File: src/rtl/stopwatch_pkg.sv
// stopwatch_pkg: shared display types and segment constants for the stopwatch.
package stopwatch_pkg;
  typedef logic [3:0] bcd_t;
  typedef logic [6:0] seg_t;
  typedef logic [1:0] digit_sel_t;
  localparam seg_t SEG_BLANK = 7'h7F;
  localparam seg_t SEG_DASH  = 7'h3F;
endpackage

File: src/rtl/bcd_to_7seg.sv
// bcd_to_7seg: active-low BCD to seven-segment decoder, non-BCD shows a dash.
module bcd_to_7seg
  import stopwatch_pkg::*;
(
  input  bcd_t bcd,
  output seg_t seg
);
  always_comb begin
    case (bcd)
      4'd0: seg = 7'b1000000;
      4'd1: seg = 7'b1111001;
      4'd2: seg = 7'b0100100;
      4'd3: seg = 7'b0110000;
      4'd4: seg = 7'b0011001;
      4'd5: seg = 7'b0010010;
      4'd6: seg = 7'b0000010;
      4'd7: seg = 7'b1111000;
      4'd8: seg = 7'b0000000;
      4'd9: seg = 7'b0010000;
      default: seg = SEG_DASH;
    endcase
  end
endmodule

File: src/rtl/sevenseg_scan.sv
// sevenseg_scan: 4-digit multiplexed 7-seg driver with per-frame digit snapshot.
// Optional LEADING_BLANK_EN darkens the leftmost digit when it is zero.
module sevenseg_scan
  import stopwatch_pkg::*;
#(
  parameter int TICKS_PER_DIGIT = 100_000
) (
  input  logic       clk,
  input  logic       reset,
  input  logic [3:0] d0,
  input  logic [3:0] d1,
  input  logic [3:0] d2,
  input  logic [3:0] d3,
  output logic [3:0] an,
  output logic [6:0] seg,
  output logic       dp
);
  localparam int CW = $clog2(TICKS_PER_DIGIT);
  logic [CW-1:0] div_cnt;
  digit_sel_t    sel;
  bcd_t          shadow [4];
  logic          first;
  logic          tick;
  logic          dark;
  seg_t          glyph;
  assign tick = div_cnt == CW'(TICKS_PER_DIGIT - 1);
  bcd_to_7seg u_dec (.bcd(shadow[sel]), .seg(glyph));
`ifdef LEADING_BLANK_EN
  assign dark = (sel == 2'd3) && (shadow[3] == 4'd0);
`else
  assign dark = 1'b0;
`endif
  // shadow reloads only at the frame boundary (or right after reset) so a frame is coherent
  always_ff @(posedge clk) begin
    if (reset) begin
      div_cnt <= '0;
      sel     <= '0;
      shadow  <= '{default: '0};
      first   <= 1'b1;
      an      <= 4'hF;
      seg     <= SEG_BLANK;
      dp      <= 1'b1;
    end else begin
      div_cnt <= tick ? '0 : div_cnt + 1'b1;
      sel     <= sel + digit_sel_t'(tick);
      if (first || (tick && sel == 2'd3)) shadow <= '{d0, d1, d2, d3};
      first   <= 1'b0;
      an      <= dark ? 4'hF : ~(4'b0001 << sel);
      seg     <= glyph;
      dp      <= dark | ~sel[0];
    end
  end
endmodule

File: config.mk
export PLATFORM = sky130hd
export DESIGN_NAME = sevenseg_scan
export DESIGN_NICKNAME = d
export VERILOG_FILES = /design/src/rtl/stopwatch_pkg.sv /design/src/rtl/bcd_to_7seg.sv /design/src/rtl/sevenseg_scan.sv
export SDC_FILE = /design/constraint.sdc
export NUM_CORES = 1
export LEC_CHECK = 0
export CAP_MARGIN = 25
export CORE_ASPECT_RATIO = 1.5
export CORE_MARGIN = 3
export CORE_UTILIZATION = 60
export DETAILED_ROUTE_END_ITERATION = 12
export GPL_TIMING_DRIVEN = 0
export PLACE_DENSITY = 0.83
export REMOVE_ABC_BUFFERS = 1
export SYNTH_ARGS = -nofsm -noshare
export SYNTH_HDL_FRONTEND = slang
export SYNTH_SLANG_ARGS = --single-unit
File: constraint.sdc
create_clock -name clk -period 4.9 [get_ports clk]
set_input_delay 0.735 -clock clk [delete_from_list [all_inputs] [get_ports clk]]
set_output_delay 0.735 -clock clk [all_outputs]
set_load 0.03 [all_outputs]
# Word level (Yosys, flattened, before mapping)
# Memory sizes are Yosys's and may differ from the RTL's. A register that Yosys moved wholly into a read port is not among the register bits.
# Cells that the tools add are included.
[totals]
mem_count = 1
out_inout_bits = 12
register_bits = 41
rom_bits = 112
wordCells = 26
[op_classes]
n_shift = 1
n_mux = 4
reduce_logical = 3
add_sub_neg = 2
order_cmp = 1
bitwise = 3
eq_ne = 2
[mem_list]
columns = ["memory", "depth", "word_bits", "rd", "rd_ports_with_merged_regs", "write_ports", "line_no", "text"]
rows = [
  ["(no name shown)", 16, 7, 1, 1, 0, "bcd_to_7seg.sv:9", "case (bcd)"],
]
[ops]
columns = ["op", "n"]
rows = [
  ["$add 17x1->17 const B", 1],
  ["$eq 17x17->1 const B", 1],
  ["$bmux 4 s2", 1],
  ["$mux 4", 2],
  ["$not 4->4", 1],
  ["$shl 1x2->4 const A", 1],
  ["$ge 3x3->1 const B", 1],
  ["$not 2->3", 1],
  ["$add 2x1->2", 1],
  ["$eq 2x2->1 const B", 1],
  ["$reduce_or 2->1", 1],
  ["$logic_and 1x1->1", 1],
  ["$logic_or 1x1->1", 1],
  ["$mux 1", 1],
  ["$not 1->1", 1],
]

# Longest topological paths before layout
# Gate-level depths: netlist (run 1).
[logic_depth]
word_depth = 4
mapped_depth = 8
mapped_depth_nobuf = 7

# Cells and area by module
# Synthesis (run 1) repeated with hierarchy kept, for this count alone.
[hier_totals]
cells_unflattened = 289
area_unflattened_um2 = 2640.0
[modules_own_cells]
columns = ["mod", "cells_per_inst", "n_inst", "area_per_inst_um2", "seq_area_each_um2"]
rows = [
  ["sevenseg_scan", 258, 1, 2399.8, 960.9],
  ["bcd_to_7seg", 31, 1, 240.2, 0.0],
]

# Worst setup path after synthesis (run 1)
# OpenSTA, ideal clock, no wires.
[synth_timing]
kind = "in2reg"
startpoint = "input reset"
endpoint = "register shadow[0] (netlist name)"
arrival_ns = 1.738
cell_stages = 5
path_slack_ns = 3.035
path_buffers = 3
path_cell_list = "clkbuf_1 buf_2 clkbuf_1 a21oi_1 or3_1"
[synth_lines]
columns = ["element", "line_no", "text"]
rows = [
  ["start: declaration", "sevenseg_scan.sv:9", "input logic reset,"],
  ["end signal: assignment", "sevenseg_scan.sv:46", "if (first || (tick && sel == 2'd3)) shadow <= '{d0, d1, d2, d3};"],
  ["end: declaration", "sevenseg_scan.sv:21", "bcd_t shadow [4];"],
]

# Worst setup path after layout (run 1)
[layout_timing]
startpoint = "register div_cnt[0]"
endpoint = "register div_cnt[14]"
[layout_between]
elab_chain_len = 2
elab_cells_between_ends = 3
classes_between = "add/sub: 1; eq/ne: 1; reduce/logical: 1"
[layout_lines]
columns = ["element", "line_no", "text"]
rows = [
  ["start: declaration", "sevenseg_scan.sv:19", "logic [CW-1:0] div_cnt;"],
  ["start signal: assignment", "sevenseg_scan.sv:44", "div_cnt <= tick ? '0 : div_cnt + 1'b1;"],
  ["branches (longest 2 deep; another with $add 17x1->17)", "n/a", ""],
]
# Parallel ways; which one is timed is not known.
# A chain may end at the register's enable or synchronous reset.

==> impl_results.md, run 1 <==
- Worst hold margin: 439 ps
- Buffers on Ports: 29
- Top cell type's share of synthesized area: 0.373
- # IOs: 30
- Post-Route WL: 4.95 mm
- TritonCTS Sinks: 48
- Pwr/cell area: 266 nW/um^2
- CP endpoint kind: flop
- Min Tclk post-route: 2280 ps
- #FFs+latches synth: 48
- Global-route wire length before repair: 8.65 mm
- Post_cts resized: 0
- Clock Pin Slew Worst Setup and Hold Paths: 80 ps
- Routed Antenna Nets: 0
- Peak supply drop: 0.224 mV
- Gate Count Post-Synth: 284
- H-tree depth: 2
- Routed len/inst: 14.4 um
- Vias in the first global route: 1,974
- DRC Markers: 0
- Warnings from Yosys: 0
- Worst Tran Pin Value: 756 ps
- # setup viols final: 0
- Count leader, synth: dfxtp_1
- Arrival time at the worst endpoint: 2480 ps
- Fin. Hold Viols: 0
- F_max: 438 MHz
- RSZ-0062 raised after global routing: false
- Avg Vias per Cell: 6.01
- Detailed Route Iter0 Violations: 168
- Initial antenna violation count: 0
- Avg Cell Area, Syn: 9.07 um^2
- Critical path required time: 5090 ps
- Total gr overflow: 0
- Worst Path Max Fanout: 33
- Hold buffers post-CTS: 0
- First-pass DRT Iterations: 4
- Dpl hpwl: 3.25 mm
- Die area: 5130 um^2
- Hold Path Class: reg -> reg
- Fin Setup TNS: 0 ps
- Distinct cells, synth: 39
- Area delta synth->final: 14.3%
- Row cnt: 28
- GR Util All Layers: 0.213
- Fin Clk Skew: 6.29 ps
- Max Slew Vio Count: 0
- Nets: 323
- # Post-CTS Setup Buffers: 0
- Share of cells above drive strength 1: 0.0702
- Antenna diodes: 0
- Critical path type: reg -> reg
- Largest net degree at the start of global routing: 59
- Max capacitance violation total: 0
- Clock Path Buffers: 2
- Slew HR: 0.495
- Die height: 86.3 um
- Die X: 59.5 um
- Worst-Skew Late Latency: 300 ps
- Core footprint: 4030 um^2
- FF-to-FF setup slack: 2620 ps
- Async SR Flop Fraction: 0
- Fill count: 298
- CTS Buf Count: 5
- Post-synth top cells: 48 x dfxtp_1, 27 x nand2_1, 24 x a21oi_1, 19 x or3_1
- Status: completed
- CP startpoint kind: flop
- Cell area after synthesis: 2580 um^2
- Top cells by area, synth: dfxtp_1 37%, nor4bb_1 6.2%, nor4b_1 5.8%
- Area leader, netlist: dfxtp_1
- Seq/Total Area, Yosys: 0.373
- Leak Pwr: 1.13 nW
- Clock tree root driver cell: clkbuf_8
- GPL Wtd Cong: 0.840
- Post-synth top flop: dfxtp_1
- CTS tree: yes
- Final period util: 0.466
- Via Count: 2,068
- Starting density of the core: 0.639
- Number of enable flip-flop cells after synthesis: 0
==> path summary, 6_finish.rpt <==
path                       endpoint                   from  cells after the start
max reg2reg  div_cnt[14]$_SDFF_PP0_  div_cnt[0]$_SDFF_PP0_                      5
max          div_cnt[14]$_SDFF_PP0_  div_cnt[0]$_SDFF_PP0_                      5
min reg2reg   div_cnt[0]$_SDFF_PP0_  div_cnt[0]$_SDFF_PP0_                      1
min           div_cnt[0]$_SDFF_PP0_  div_cnt[0]$_SDFF_PP0_                      1
==> registers in the layout (all words and copies together), names as in the netlist <==
| register | flops |
|---|---|
| shadow | 16 |
| sel | 2 |
| seg | 7 |
| an | 4 |
| div_cnt | 17 |
| first | 1 |
| dp | 1 |
==> per-layer routing <==
metal	GRT usage	routed length (um)	vias up
li1	-	-	1051
met1	0.260	2090	975
met2	0.359	2620	34
met3	0.0462	167	8
met4	0.0806	76	0
met5	0	0	-
==> placed cells by master (no fill, tap or decap), drive strengths merged <==
cell type / n
a21oi: 24
and2: 1
and3: 3
and4: 1
and4bb: 2
buf: 4
clkbuf: 8
clkdlybuf4s50: 28
dfxtp: 48
ha: 7
inv: 7
mux4: 4
nand2: 27
nand2b: 4
nand3: 4
nand3b: 17
nand4: 8
nor2: 18
nor2b: 2
nor3: 1
nor3b: 1
nor4b: 18
nor4bb: 16
o21a: 2
o21ai: 8
o21ba: 1
o31ai: 2
or2: 1
or3: 19
or4: 2
xnor2: 2
xor2: 9
==> final cells by class <==
class / count / area, um^2 / share of cell area
inverters: 7 / 26.3 / 0.00892
multi-input cells: 204 / 1450 / 0.493
well taps: 45 / 56.3 / 0.0191
repair buffers: 32 / 360 / 0.122
clock buffers: 8 / 90.1 / 0.0306
flip-flops and latches: 48 / 961 / 0.326
==> logic make-up (layout without fill, tap and decap cells) <==
group	Yosys count	after routing	synth area share
simple gates	145	145	0.379
flops	48	48	0.373
compound gates	37	37	0.0777
buf+inv	32	47	0.0636
xor+xnor	11	11	0.0374
fa+ha+maj	7	7	0.0340
mux	4	4	0.0350
==> power by group <==
group | internal [mW] | leakage (nW) | switching (mW)
Combinational | 0.0608 | 0.691 | 0.0589
Clock | 0.115 | 0.0455 | 0.123
Sequential | 0.412 | 0.395 | 0.0138
Total | 0.587 | 1.13 | 0.196
==> metrics by stage <==
stage / power, mW / area, um^2 / util / instances / setup slack (ps)
floorplan: 0.499 / 2440 / - / 259 / 3100
global route: 0.816 / 2950 / 0.731 / 344 / 2460
CTS: 0.791 / 2920 / 0.724 / 343 / 2620
finish: 0.783 / 2950 / 0.731 / 344 / 2620
global placement: 0.545 / 2790 / 0.691 / 333 / 1360
detailed placement: 0.553 / 2830 / 0.702 / 335 / 2600
==> worst max-delay path, stage by stage, from the launching register on <==
cell,delay (ps)
dfxtp_1,350
ha_1,200
and4_1,370
nand4_4,410
nand2b_1,600
o21ba_2,230
Note: power is estimated with default switching activity, not from simulation.
==> run 2: changes to the inputs <==
- CORE_UTILIZATION: 60 -> 50
- PLACE_DENSITY: 0.83 -> 0.73
- clock period: 4.9 -> 1.9 ns (I/O delays scaled with it)
==> impl_results.md, run 2 (same netlist as run 1, synthesis figures left out) <==
- Power share of the clock group: 0.318 (+0.014)
- Peak supply drop: 0.428 mV (+91%)
- Clock tree root driver cell: clkbuf_8
- First-pass DRT Iterations: 4 (unchanged)
- Detailed Route Iter0 Violations: 164 (-2.4%)
- Area delta synth->final: 18.3%
- Slew HR: 0.574 (+0.0784)
- Max Slew Vio Count: 0 (unchanged)
- Post-Route WL: 5.39 mm (+8.8%)
- Die height: 93.9 um (+8.9%)
- GR Util All Layers: 0.186 (-0.0266)
- Global-route wire length before repair: 9.06 mm (+4.8%)
- Clock Pin Slew Worst Setup and Hold Paths: 90 ps (about the same)
- Worst Path Max Fanout: 16 (-52%)
- Share of cells above drive strength 1: 0.112 (+0.0420)
- H-tree depth: 2 (unchanged)
- Largest regs: div_cnt (17), shadow (16), seg (7)
- Largest net degree at the start of global routing: 40 (-32%)
- Routed len/inst: 14.6 um (+1.5%)
- Int Pwr: 1.54 mW (+160%)
- # setup viols final: 0 (unchanged)
- Dpl hpwl: 3.34 mm (+2.7%)
- Final period util: 0.974 (+0.508)
- Pwr/cell area: 675 nW/um^2 (+150%)
- Final Power: 2.06 mW (+160%)
- CTS tree: yes
- Leak Pwr: 1.18 nW (+4.2%)
- Worst hold margin: 441 ps (+2.06 ps)
- Critical path required time: 2150 ps (-2940 ps)
- CP endpoint kind: flop
- GPL Wtd Cong: 0.857 (+2.1%)
- Worst Tran Pin Value: 637 ps (-119 ps)
- Routed Antenna Nets: 0 (unchanged)
- Gate power share: 0.150 (-0.003)
- Buffers on Ports: 29 (unchanged)
- Largest register FFs: 17 (unchanged)
- CP startpoint kind: flop
- Max capacitance violation total: 0 (unchanged)
- Switching pwr: 0.517 mW (+160%)
- Fin Clk Skew: 5.19 ps (-1.10 ps)
- Critical path type: reg -> reg
- TritonCTS Sinks: 48 (unchanged)
- CTS Buf Count: 5 (unchanged)
- Most common cell after layout, fill and taps aside: dfxtp_1
- Fin. Hold Viols: 0 (unchanged)
- Avg Vias per Cell: 5.80 (-3.4%)
- DRC Markers: 0 (unchanged)
- Sequential power share: 0.532 (-0.011)
- Final core utilization: 0.623 (-0.108)
- Nets: 328 (+1.5%)
- Die area: 6070 um^2 (+18%)
- # IOs: 30 (unchanged)
- Clock Path Buffers: 2 (unchanged)
- Core footprint: 4890 um^2 (+21%)
- Hold Path Class: reg -> reg
- Status: completed
- Most frequent cells in the layout: 46 x dfxtp_1, 28 x clkdlybuf4s50_1, 26 x nand2_1
- F_max: 541 MHz (+23%)
- Min Tclk post-route: 1850 ps (-433 ps)
- Switching Fraction: 0.251 (+0.00128)
- Arrival time at the worst endpoint: 2100 ps (-380 ps)
- Starting density of the core: 0.527 (-0.112)
- Die X: 64.6 um (+8.6%)
- Antenna diodes: 0 (unchanged)
- Via Count: 2,142 (+3.6%)
- Total gr overflow: 0 (unchanged)
- Hold buffers post-CTS: 0 (unchanged)
- Vias in the first global route: 2,035 (+3.1%)
- Worst-Skew Late Latency: 300 ps (about the same)
- Row cnt: 31 (+11%)
- Initial antenna violation count: 0 (unchanged)
- Largest Register: div_cnt
- RSZ-0062 raised after global routing: false
-- run 2: layer usage --
metal	vias to the layer above	wire length (um)	GRT usage
met3	7	204	0.0383
met5	-	0	0
met4	0	65	0.0635
li1	1067	-	-
met1	1022	2350	0.216
met2	46	2770	0.335
-- run 2: path summary, 6_finish.rpt --
check	to	from	slack (ps)	depth (start not counted)
max reg2reg	shadow[15]$_SDFFE_PP0P_	div_cnt[8]$_SDFF_PP0_	50	5
max	shadow[15]$_SDFFE_PP0P_	div_cnt[8]$_SDFF_PP0_	50	5
min	div_cnt[0]$_SDFF_PP0_	div_cnt[0]$_SDFF_PP0_	440	1
min reg2reg	div_cnt[0]$_SDFF_PP0_	div_cnt[0]$_SDFF_PP0_	440	1
-- run 2: metrics by stage --
step	setup TNS, ps	area (um^2)	setup WS, ps	cells
final	0	3050	50.1	369
after global routing	0	3050	4.50	369
after CTS	0	3000	29.3	365
after detailed placement	-9760	2850	-379	356
after global placement	-41200	2810	-1220	354
after floorplan	0	2440	105	259
-- run 2: critical path, cell delays in order, from the launching register on --
cell	delay, ps
dfxtp_1	360
nor4b_4	360
buf_4	210
nand4_4	280
nor4b_1	410
or3_1	170
-- run 2: repair_timing --
action,in CTS,in global routing
pin swaps,1,0
setup endpoints to repair,37,20
buffers inserted,0,4
resized for setup,7,5
hold endpoints to repair,0,0
cloned,2,0
-- run 2: power groups by stage --
stage	sequential (mW)	combinational, mW	clock, mW
after global routing	1.10	0.340	0.701
after global placement	1.12	0.284	0
after detailed placement	1.12	0.307	0
after CTS	1.09	0.309	0.664
final	1.09	0.308	0.655
after floorplan	1.15	0.134	0
-- run 2: layout make-up --
cell class	instances	area, um^2
Clock buffer	7	96.3
Fill cell	446	1840
Inverter	7	26.3
Multi-Input combinational cell	206	1510
Sequential cell	48	966
Tap cell	66	82.6
Timing Repair Buffer	35	363
==> run 3: changes to the inputs <==
- ABC_AREA: unset -> 1
- CORE_UTILIZATION: 50 -> 49
==> impl_results.md, run 3 <==
- Warnings from Yosys: 0 (unchanged)
- Mux cell area share after synthesis: 0 (-0.0350)
- F_max: 573 MHz (+5.9%)
- Final period util: 0.919 (-0.0546)
- Initial antenna violation count: 0 (unchanged)
- Non-filler instance count after layout: 378 (+2.4%)
- Starting density of the core: 0.518 (-0.00931)
- Antenna diodes: 0 (unchanged)
- Clock tree root driver cell: clkbuf_8
- Top cells by area, synth: dfxtp_1 43%, nand2_1 10%, nor2_1 6.9%
- CP endpoint kind: flop
- Share of cells above drive strength 1: 0.0813 (-0.0309)
- Die area: 5380 um^2 (-11%)
- Gate Count Post-Synth: 305 (+7.4%)
- Post-synth top flop: dfxtp_1
- Max capacitance violation total: 0 (unchanged)
- Gate power share: 0.129 (-0.021)
- Die X: 60.9 um (-5.7%)
- Avg Cell Area, Syn: 7.27 um^2 (-20%)
- Peak supply drop: 0.548 mV (+28%)
- TritonCTS Sinks: 48 (unchanged)
- Largest regs: div_cnt (17), shadow (16), seg (7)
- Async SR Flop Fraction: 0 (unchanged)
- Clock Path Buffers: 2 (unchanged)
- Clock Pin Slew Worst Setup and Hold Paths: 80 ps (about the same)
- Total gr overflow: 0 (unchanged)
- Power share of the clock group: 0.324 (+0.006)
- Max Slew Vio Count: 0 (unchanged)
- Detailed Route Iter0 Violations: 60 (-63%)
- CTS tree: yes
- Row cnt: 29 (-6.5%)
- Most frequent cells in the layout: 62 x nand2_1, 48 x dfxtp_1, 40 x nor2_1
- R2R cell count: 8 (+3)
- Largest register FFs: 17 (unchanged)
- First-pass DRT Iterations: 4 (unchanged)
- Global-route wire length before repair: 7.22 mm (-20%)
- FF-to-FF setup slack: 150 ps (+100 ps)
- Leak Pwr: 1.10 nW (-6.4%)
- # setup viols final: 0 (unchanged)
- Fin Clk Skew: 11.9 ps (+6.70 ps)
- Critical path required time: 2060 ps (-90 ps)
- R2R Path Start: sel[0]$_SDFF_PP0_
- Seq/Total Area, Yosys: 0.433 (+0.0604)
- Via Count: 1,932 (-9.8%)
- Status: completed
- Largest net degree at the start of global routing: 33 (-18%)
- Top cell type's share of synthesized area: 0.433 (+0.0604)
- Core footprint: 4280 um^2 (-12%)
- Arrival time at the worst endpoint: 1900 ps (-200 ps)
- # Post-CTS Setup Buffers: 0 (unchanged)
- Worst hold margin: 451 ps (+10.5 ps)
- Fin Setup TNS: 0 ps (unchanged)
- Reg2reg end: seg[6]$_SDFF_PP1_
- Critical path type: reg -> reg
- Min Tclk post-route: 1750 ps (-104 ps)
- Routed len/inst: 11.0 um (-25%)
- H-tree depth: 2 (unchanged)
- Final core utilization: 0.613 (-0.0103)
- Xor and xnor area share after synthesis: 0.0277 (-0.00974)
- Largest Register: div_cnt
- RSZ-0062 raised after global routing: false
- # IOs: 30 (unchanged)
- Pwr/cell area: 742 nW/um^2 (+9.8%)
- Area delta synth->final: 18.4%
- Cell area after synthesis: 2220 um^2 (-14%)
- Post-synth top cells: 62 x nand2_1, 48 x dfxtp_1, 41 x nor2_1, 35 x inv_1, 30 x nand3_1
- DRC Markers: 0 (unchanged)
- CTS Buf Count: 5 (unchanged)
- Area leader, netlist: dfxtp_1
- Distinct cells, synth: 31 (-21%)
- Number of enable flip-flop cells after synthesis: 0 (unchanged)
- Int Pwr: 1.49 mW (-3.6%)
- Worst Path Max Fanout: 8 (-8)
- Worst Tran Pin Value: 883 ps (+245 ps)
- Buffers on Ports: 29 (unchanged)
- Routed Antenna Nets: 0 (unchanged)
- #FFs+latches synth: 48 (unchanged)
- Worst-Skew Late Latency: 300 ps (about the same)
- Synth Area in Compound Gates: 0.0937 (+0.0160)
- Fill count: 408 (-8.5%)
- CP startpoint kind: flop
- Hold Path Class: reg -> reg
- Sequential power share: 0.548 (+0.016)
- Worst Hold Depth: 1 (unchanged)
- Switching pwr: 0.461 mW (-11%)
- GPL Wtd Cong: 0.916 (+6.9%)
- Hold wc startpoint: div_cnt[0]$_SDFF_PP0_
- Avg Vias per Cell: 5.11 (-12%)
- Dpl hpwl: 3.02 mm (-9.4%)
- Most common cell after layout, fill and taps aside: nand2_1
- Count leader, synth: nand2_1
- Post-Synth Simple-Gate Area: 0.313 (-0.0661)
- Post-Route WL: 4.16 mm (-23%)
- Die height: 88.4 um (-5.9%)
- Switching Fraction: 0.237 (-0.0146)
- Worst Hold Endpoint: div_cnt[0]$_SDFF_PP0_
- Vias in the first global route: 1,762 (-13%)
- Final Power: 1.95 mW (-5.4%)
- Slew HR: 0.411 (-0.163)
- Synthesized-area fraction occupied by adder cells: 0.0395 (+0.00551)
- Placed cells: 371 (+4.2%)
- Largest family of logic cells by synthesized area: simple AND/OR/NAND/NOR gates
- Nets: 357 (+8.8%)
- GR Util All Layers: 0.172 (-0.0145)
- Fin. Hold Viols: 0 (unchanged)
## run 3: layout make-up
class                   count  area [um^2]  share of cell area
clock buffers               7         96.3              0.0367
inverters                  41          158              0.0601
multi-input cells         207         1060               0.405
flip-flops and latches     48          961               0.366
well taps                  46         57.6              0.0219
repair buffers             29          290               0.111
## run 3: how the worst max path moves through the flow
stage | start | end | slack [ps]
finish | sel[0]$_SDFF_PP0_ | seg[6]$_SDFF_PP1_ | 150
global route | div_cnt[0]$_SDFF_PP0_ | shadow[14]$_SDFFE_PP0P_ | 6
CTS | reset | div_cnt[2]$_SDFF_PP0_ | 50
detailed placement | reset | div_cnt[2]$_SDFF_PP0_ | -230
global placement | reset | div_cnt[2]$_SDFF_PP0_ | -220
floorplan | div_cnt[0]$_SDFF_PP0_ | shadow[0]$_SDFFE_PP0P_ | 270
## run 3: power groups by stage
stage                     combinational (mW)  clock (mW)  sequential, mW
after floorplan                        0.122           0            1.12
after detailed placement               0.250           0            1.09
after global routing                   0.283       0.693            1.07
after CTS                              0.251       0.652            1.07
final                                  0.250       0.630            1.07
after global placement                 0.245           0            1.09
## run 3: critical path, stage by stage, from the launching register on
cell and delay (ps):
dfxtp_1 480, nor2_1 160, nand2_1 80, o21ai_1 70
nor2_2 250, inv_1 100, ha_1 230, o21ai_0 160
o21ai_1 80
## run 3: per-stage QoR
| step | setup WS, ps | instance area (um^2) |
|---|---|---|
| 3_3_place_gp | -221 | 2510 |
| 5_1_grt | 6.29 | 2630 |
| 2_1_floorplan | 268 | 2170 |
| 3_5_place_dp | -227 | 2510 |
| 4_1_cts | 52.9 | 2620 |
| 6_report | 154 | 2630 |
## run 3: logic make-up after synthesis
kind of cell,count (synthesis)
buffers and inverters,50
xor gates and xnor gates,7
and+or+nand+nor,154
DFF,48
adders and majority gates,7
AOI/OAI and AO/OA,39
## run 3: per-layer routing
layer | track usage | wire [um] | up-vias
met1 | 0.205 | 1780 | 867
met2 | 0.295 | 2120 | 40
met3 | 0.0350 | 150 | 9
met5 | 0 | 0 | -
met4 | 0.0671 | 103 | 0
li1 | - | - | 1016
## run 3: what timing repair did
item,in CTS,in global routing
pin swaps,0,0
setup endpoints to repair,16,11
endpoints found under the hold margin,0,0
resized for setup,1,2
hold buffers,0,0
==> RTL change 1 (flow settings as in run 3) <==
Add a define of `LEADING_BLANK_EN`.
--- a/src/rtl/sevenseg_scan.sv
+++ b/src/rtl/sevenseg_scan.sv
@@ -1,4 +1,6 @@
 // sevenseg_scan: 4-digit multiplexed 7-seg driver with per-frame digit snapshot.
 // Optional LEADING_BLANK_EN darkens the leftmost digit when it is zero.
+`define LEADING_BLANK_EN
+
 module sevenseg_scan
   import stopwatch_pkg::*;
Function: no difference found for any inputs over 10 cycles, from zero or initial values and one cycle with reset high; that may be too few to reach the edited logic, so the function may still have changed.
==> RTL change 1 against run 3 <==
Cell area barely moved. Total power fell by 3.3%. Synthesized area increased by 1.1%. Sequential cell count unchanged. Synthesized cell count increased by 2.0%. Worst setup slack got worse by 0.018 ns. Largest cell class unchanged. Routed wire length rose by 0.70%. Critical path type is now in -> reg. First-iteration DRC count up 130%. Clock power fell by 11%.
==> RTL change 1: results (changes against run 3) <==
finish:
  design.seq.count: 48  # unchanged
  nNetsFinal: 363  # +1.7%
  nClkBuffers: 6  # -1
  num-multi-input-gates: 211  # +1.9%
  buf_share_pct: 11.1  # about the same
  num-nonclk-inverters: 43  # +4.9%
detailed_routing:
  routed_wl_um: 4180  # +0.70%
  drtIter0Drc: 135  # +130%
  wl_met2_um: 2210  # +4.1%
global_routing:
  grt.total_usage_pct: 17.8  # +0.60 points
  use_met3_pct: 4.09  # +0.58 points
  grt_use_met1_pct: 18.2  # -2.3 points
  grt_pass1_vias: 1840  # +4.4%
  grt_use_met2_pct: 32.4  # +2.9 points
critical_path:
  reg2reg_slack_ns: 0.22  # +0.07 ns
  r2r_end: "shadow[0]$_SDFFE_PP0P_"
  critPathArrivalTime_ns: 1.94  # +0.04 ns
  reg2reg_from: "div_cnt[0]$_SDFF_PP0_"
  reg2reg_depth: 6  # -2
logic_synthesis:
  ys_types: 28  # -9.7%
  synth_fa_ha_area_share_pct: 3.91  # -0.044 points
  synth.area.top_cells: "dfxtp_1 (43%), nand2_1 (12%), nor2_1 (7.4%), inv_1 (7.0%), nand3_1 (6.7%)"
placement:
  place_congestion: 0.898  # -2.0%
  placed_area_um2: 2540  # +0.90%
  place_inst: 377  # +1.6%
  pre_cts_ws_ns: -0.273  # -0.0462 ns
floorplanning:
  core_region_area_um2: 4320  # +0.85%
timing:
  hold_ws_ns: 0.461  # +0.00934 ns
  finClkSkew_ns: 0.00497  # -0.00692 ns
  slew_headroom_pct: 41.6  # +0.53 points
outcome:
  status: "complete, no violations"
power_and_ir_drop:
  swShare_pct: 25.0  # +1.3 points
## RTL change 1: changes by cell type after synthesis, sizes merged
cell / run 3 / this run
nand2: 64 / 71
o21ai: 10 / 5
inv: 41 / 43
nand4: 4 / 5
nor2: 45 / 46
o211ai: 1 / 2
or2: 4 / 3
## RTL change 1: power groups by stage
| stage | Sequential (mW) | Combinational, mW | Clock (mW) |
|---|---|---|---|
| global route | 1.07 | 0.287 | 0.615 |
| detailed placement | 1.09 | 0.253 | 0 |
| global placement | 1.09 | 0.249 | 0 |
| finish | 1.07 | 0.254 | 0.562 |
| floorplan | 1.12 | 0.123 | 0 |
| CTS | 1.07 | 0.254 | 0.582 |
## RTL change 1: critical path, cell delays in order
cell and delay (ns):
clkdlybuf4s50_1 0.65, clkinvlp_4 0.46, nand2_2 0.44, nor2_1 0.10
## RTL change 1: timing repair
| action | in CTS | in global routing |
|---|---|---|
| endpoints found under the hold margin | 0 | 0 |
| resized for setup | 0 | 3 |
| setup endpoints to repair | 0 | 17 |
==> RTL change 2 (flow settings as in run 3) <==
Made on the original files. Register the output `seg` once more; this adds one clock of latency there. The other outputs are not delayed to match.
--- a/src/rtl/sevenseg_scan.sv
+++ b/src/rtl/sevenseg_scan.sv
@@ -17,4 +17,6 @@
 );
   localparam int CW = $clog2(TICKS_PER_DIGIT);
+
+  logic [6:0] seg_s0;
   logic [CW-1:0] div_cnt;
   digit_sel_t    sel;
@@ -39,5 +41,5 @@
       first   <= 1'b1;
       an      <= 4'hF;
-      seg     <= SEG_BLANK;
+      seg_s0  <= SEG_BLANK;
       dp      <= 1'b1;
     end else begin
@@ -47,8 +49,12 @@
       first   <= 1'b0;
       an      <= dark ? 4'hF : ~(4'b0001 << sel);
-      seg     <= glyph;
+      seg_s0  <= glyph;
       dp      <= dark | ~sel[0];
     end
   end
+  always_ff @(posedge clk) begin
+    seg <= seg_s0;
+  end
+
 endmodule
 
Function: changed (Yosys sat finds a counterexample within 4 cycles, from zero or initial values and one cycle with reset high).
==> RTL change 2 against run 3 <==
Cell area rose by 11%. Synthesized area rose by 9.1%. Routed wire length rose by 6.9%. Sequential share of layout area rose by 1.3 points. Worst setup slack improved by 0.050 ns. Sequential cell count rose by 7. Combinational power rose by 5%. Total power rose by 18%. Critical path type unchanged.
==> RTL change 2: results (changes against run 3) <==
outcome:
  status: "complete, no violations"
critical_path:
  r2r_end: "seg_s0[6]$_SDFF_PP1_"
  reg2reg_depth: 10  # +2
  reg2reg_slack_ns: 0.20  # +0.05 ns
  max_stage_delay_ns: 0.46  # -0.02 ns
placement:
  placed_area_um2: 2760  # +9.7%
  place_congestion: 0.858  # -6.4%
  place_inst: 400  # +7.8%
worst_hold_path:
  holdPathEnd: "seg[4]$_DFF_P_"
  hold_start: "seg_s0[4]$_SDFF_PP1_"
detailed_routing:
  vias: 1987  # +2.8%
  detail_route.wl_per_cell_um: 10.9  # -1.2%
  vias_per_cell: 4.86  # -4.9%
  dr.pass1.iters: 5  # +1
  drtIter0Drc: 58  # -3.3%
floorplanning:
  die_x_um: 63.4  # +4.0%
logic_synthesis:
  synthTopCellsByCount: "nand2_1 (66), dfxtp_1 (55), inv_1 (43), nor2_1 (40), a21oi_1 (25)"
  synth.area.top_cells: "dfxtp_1 (46%), nand2_1 (10%), inv_1 (6.7%), nor2_1 (6.2%), a21oi_1 (5.2%)"
  synthFlopType: "dfxtp_1"
  netlist_instances: 316  # +3.6%
  ys_seq_area_share_pct: 45.5  # +2.2 points
finish:
  fill_cells: 464  # +14%
  nNetsFinal: 369  # +3.4%
  reg.largest.list: "div_cnt x17, shadow x16"
  final_layout_size_suffix_gt1_share_pct: 10.1  # +2.0 points
global_routing:
  grt.total_usage_pct: 16.1  # -1.1 points
  grt_pass1_wl_um: 7570  # +4.8%
  grt_max_degree: 33  # unchanged
  grt_pass1_vias: 1819  # +3.2%
power_and_ir_drop:
  p_leak_nw: 1.23  # +12%
  irDropWorstVdd_uv: 500  # -8.8%
clock_network:
  clkTransAtPathRegs_ns: 0.10  # +0.02 ns
  cts_max_level: 2  # unchanged
timing:
  slew_headroom_pct: 61.6  # +20 points
-- RTL change 2: cell type report --
class                   instances  share of cell area [%]
clock buffers                   5                    2.37
well taps                      64                    2.76
repair buffers                 30                    10.9
clock inverters                 3                    1.64
inverters                      44                    5.82
flip-flops and latches         55                    37.9
multi-input cells             208                    38.5
-- RTL change 2: through the flow --
step / setup TNS (ns) / power (mW) / setup WS, ns / util [%] / hold slack (ns)
4_1_cts: 0 / 2.30 / 0.0544 / 61.7 / 0.336
2_1_floorplan: 0 / 1.42 / 0.381 / - / 0.310
3_5_place_dp: -2.84 / 1.52 / -0.245 / 59.2 / 0.313
5_1_grt: 0 / 2.40 / 0.0149 / 62.4 / 0.344
3_3_place_gp: -2.99 / 1.51 / -0.256 / 58.6 / 0.311
6_report: 0 / 2.29 / 0.204 / 62.4 / 0.334
-- RTL change 2: logic make-up (layout without fill, tap and decap cells) --
| group | count (synthesis) | in the layout | share of synthesized area, % |
|---|---|---|---|
| buf+inv | 54 | 82 | 9.31 |
| simple gates | 157 | 158 | 31.1 |
| compound gates | 36 | 36 | 7.86 |
| xor+xnor | 7 | 7 | 2.53 |
| fa+ha+maj | 7 | 7 | 3.62 |
| flops | 55 | 55 | 45.5 |
-- RTL change 2: critical path, delay by kind of cell (launching register included) --
kind | cells | cell delay, ns
AO/OA/AOI/OAI | 2 | 0.17
adder cells (fa/ha/maj) | 1 | 0.20
buffers and inverters | 3 | 0.28
flip-flops | 1 | 0.46
AND/OR/NAND/NOR | 4 | 0.46
-- RTL change 2: routing by layer --
layer	global-route usage, %	vias up	wire [um]
li1	-	1048	-
met1	17.5	892	1900
met2	28.7	37	2280
met3	4.04	10	142
met4	7.75	0	115
met5	0	-	0
-- RTL change 2: worst max-delay path by stage --
stage	slack, ns	to
after floorplan	0.38	seg_s0[6]$_SDFF_PP1_
after global placement	-0.26	div_cnt[2]$_SDFF_PP0_
after detailed placement	-0.25	div_cnt[2]$_SDFF_PP0_
after CTS	0.05	div_cnt[2]$_SDFF_PP0_
after global routing	0.01	seg_s0[0]$_SDFF_PP1_
final	0.20	seg_s0[6]$_SDFF_PP1_
-- RTL change 2: timing repair --
action | CTS | global route
hold endpoints to repair | 0 | 0
gates resized for setup | 0 | 4
setup endpoints to repair | 0 | 19
-- RTL change 2: report_power, final --
| group | internal (mW) | switching (mW) | total (mW) |
|---|---|---|---|
| registers | 1.21 | 0.0175 | 1.23 |
| logic | 0.119 | 0.145 | 0.263 |
| clock network | 0.400 | 0.398 | 0.798 |
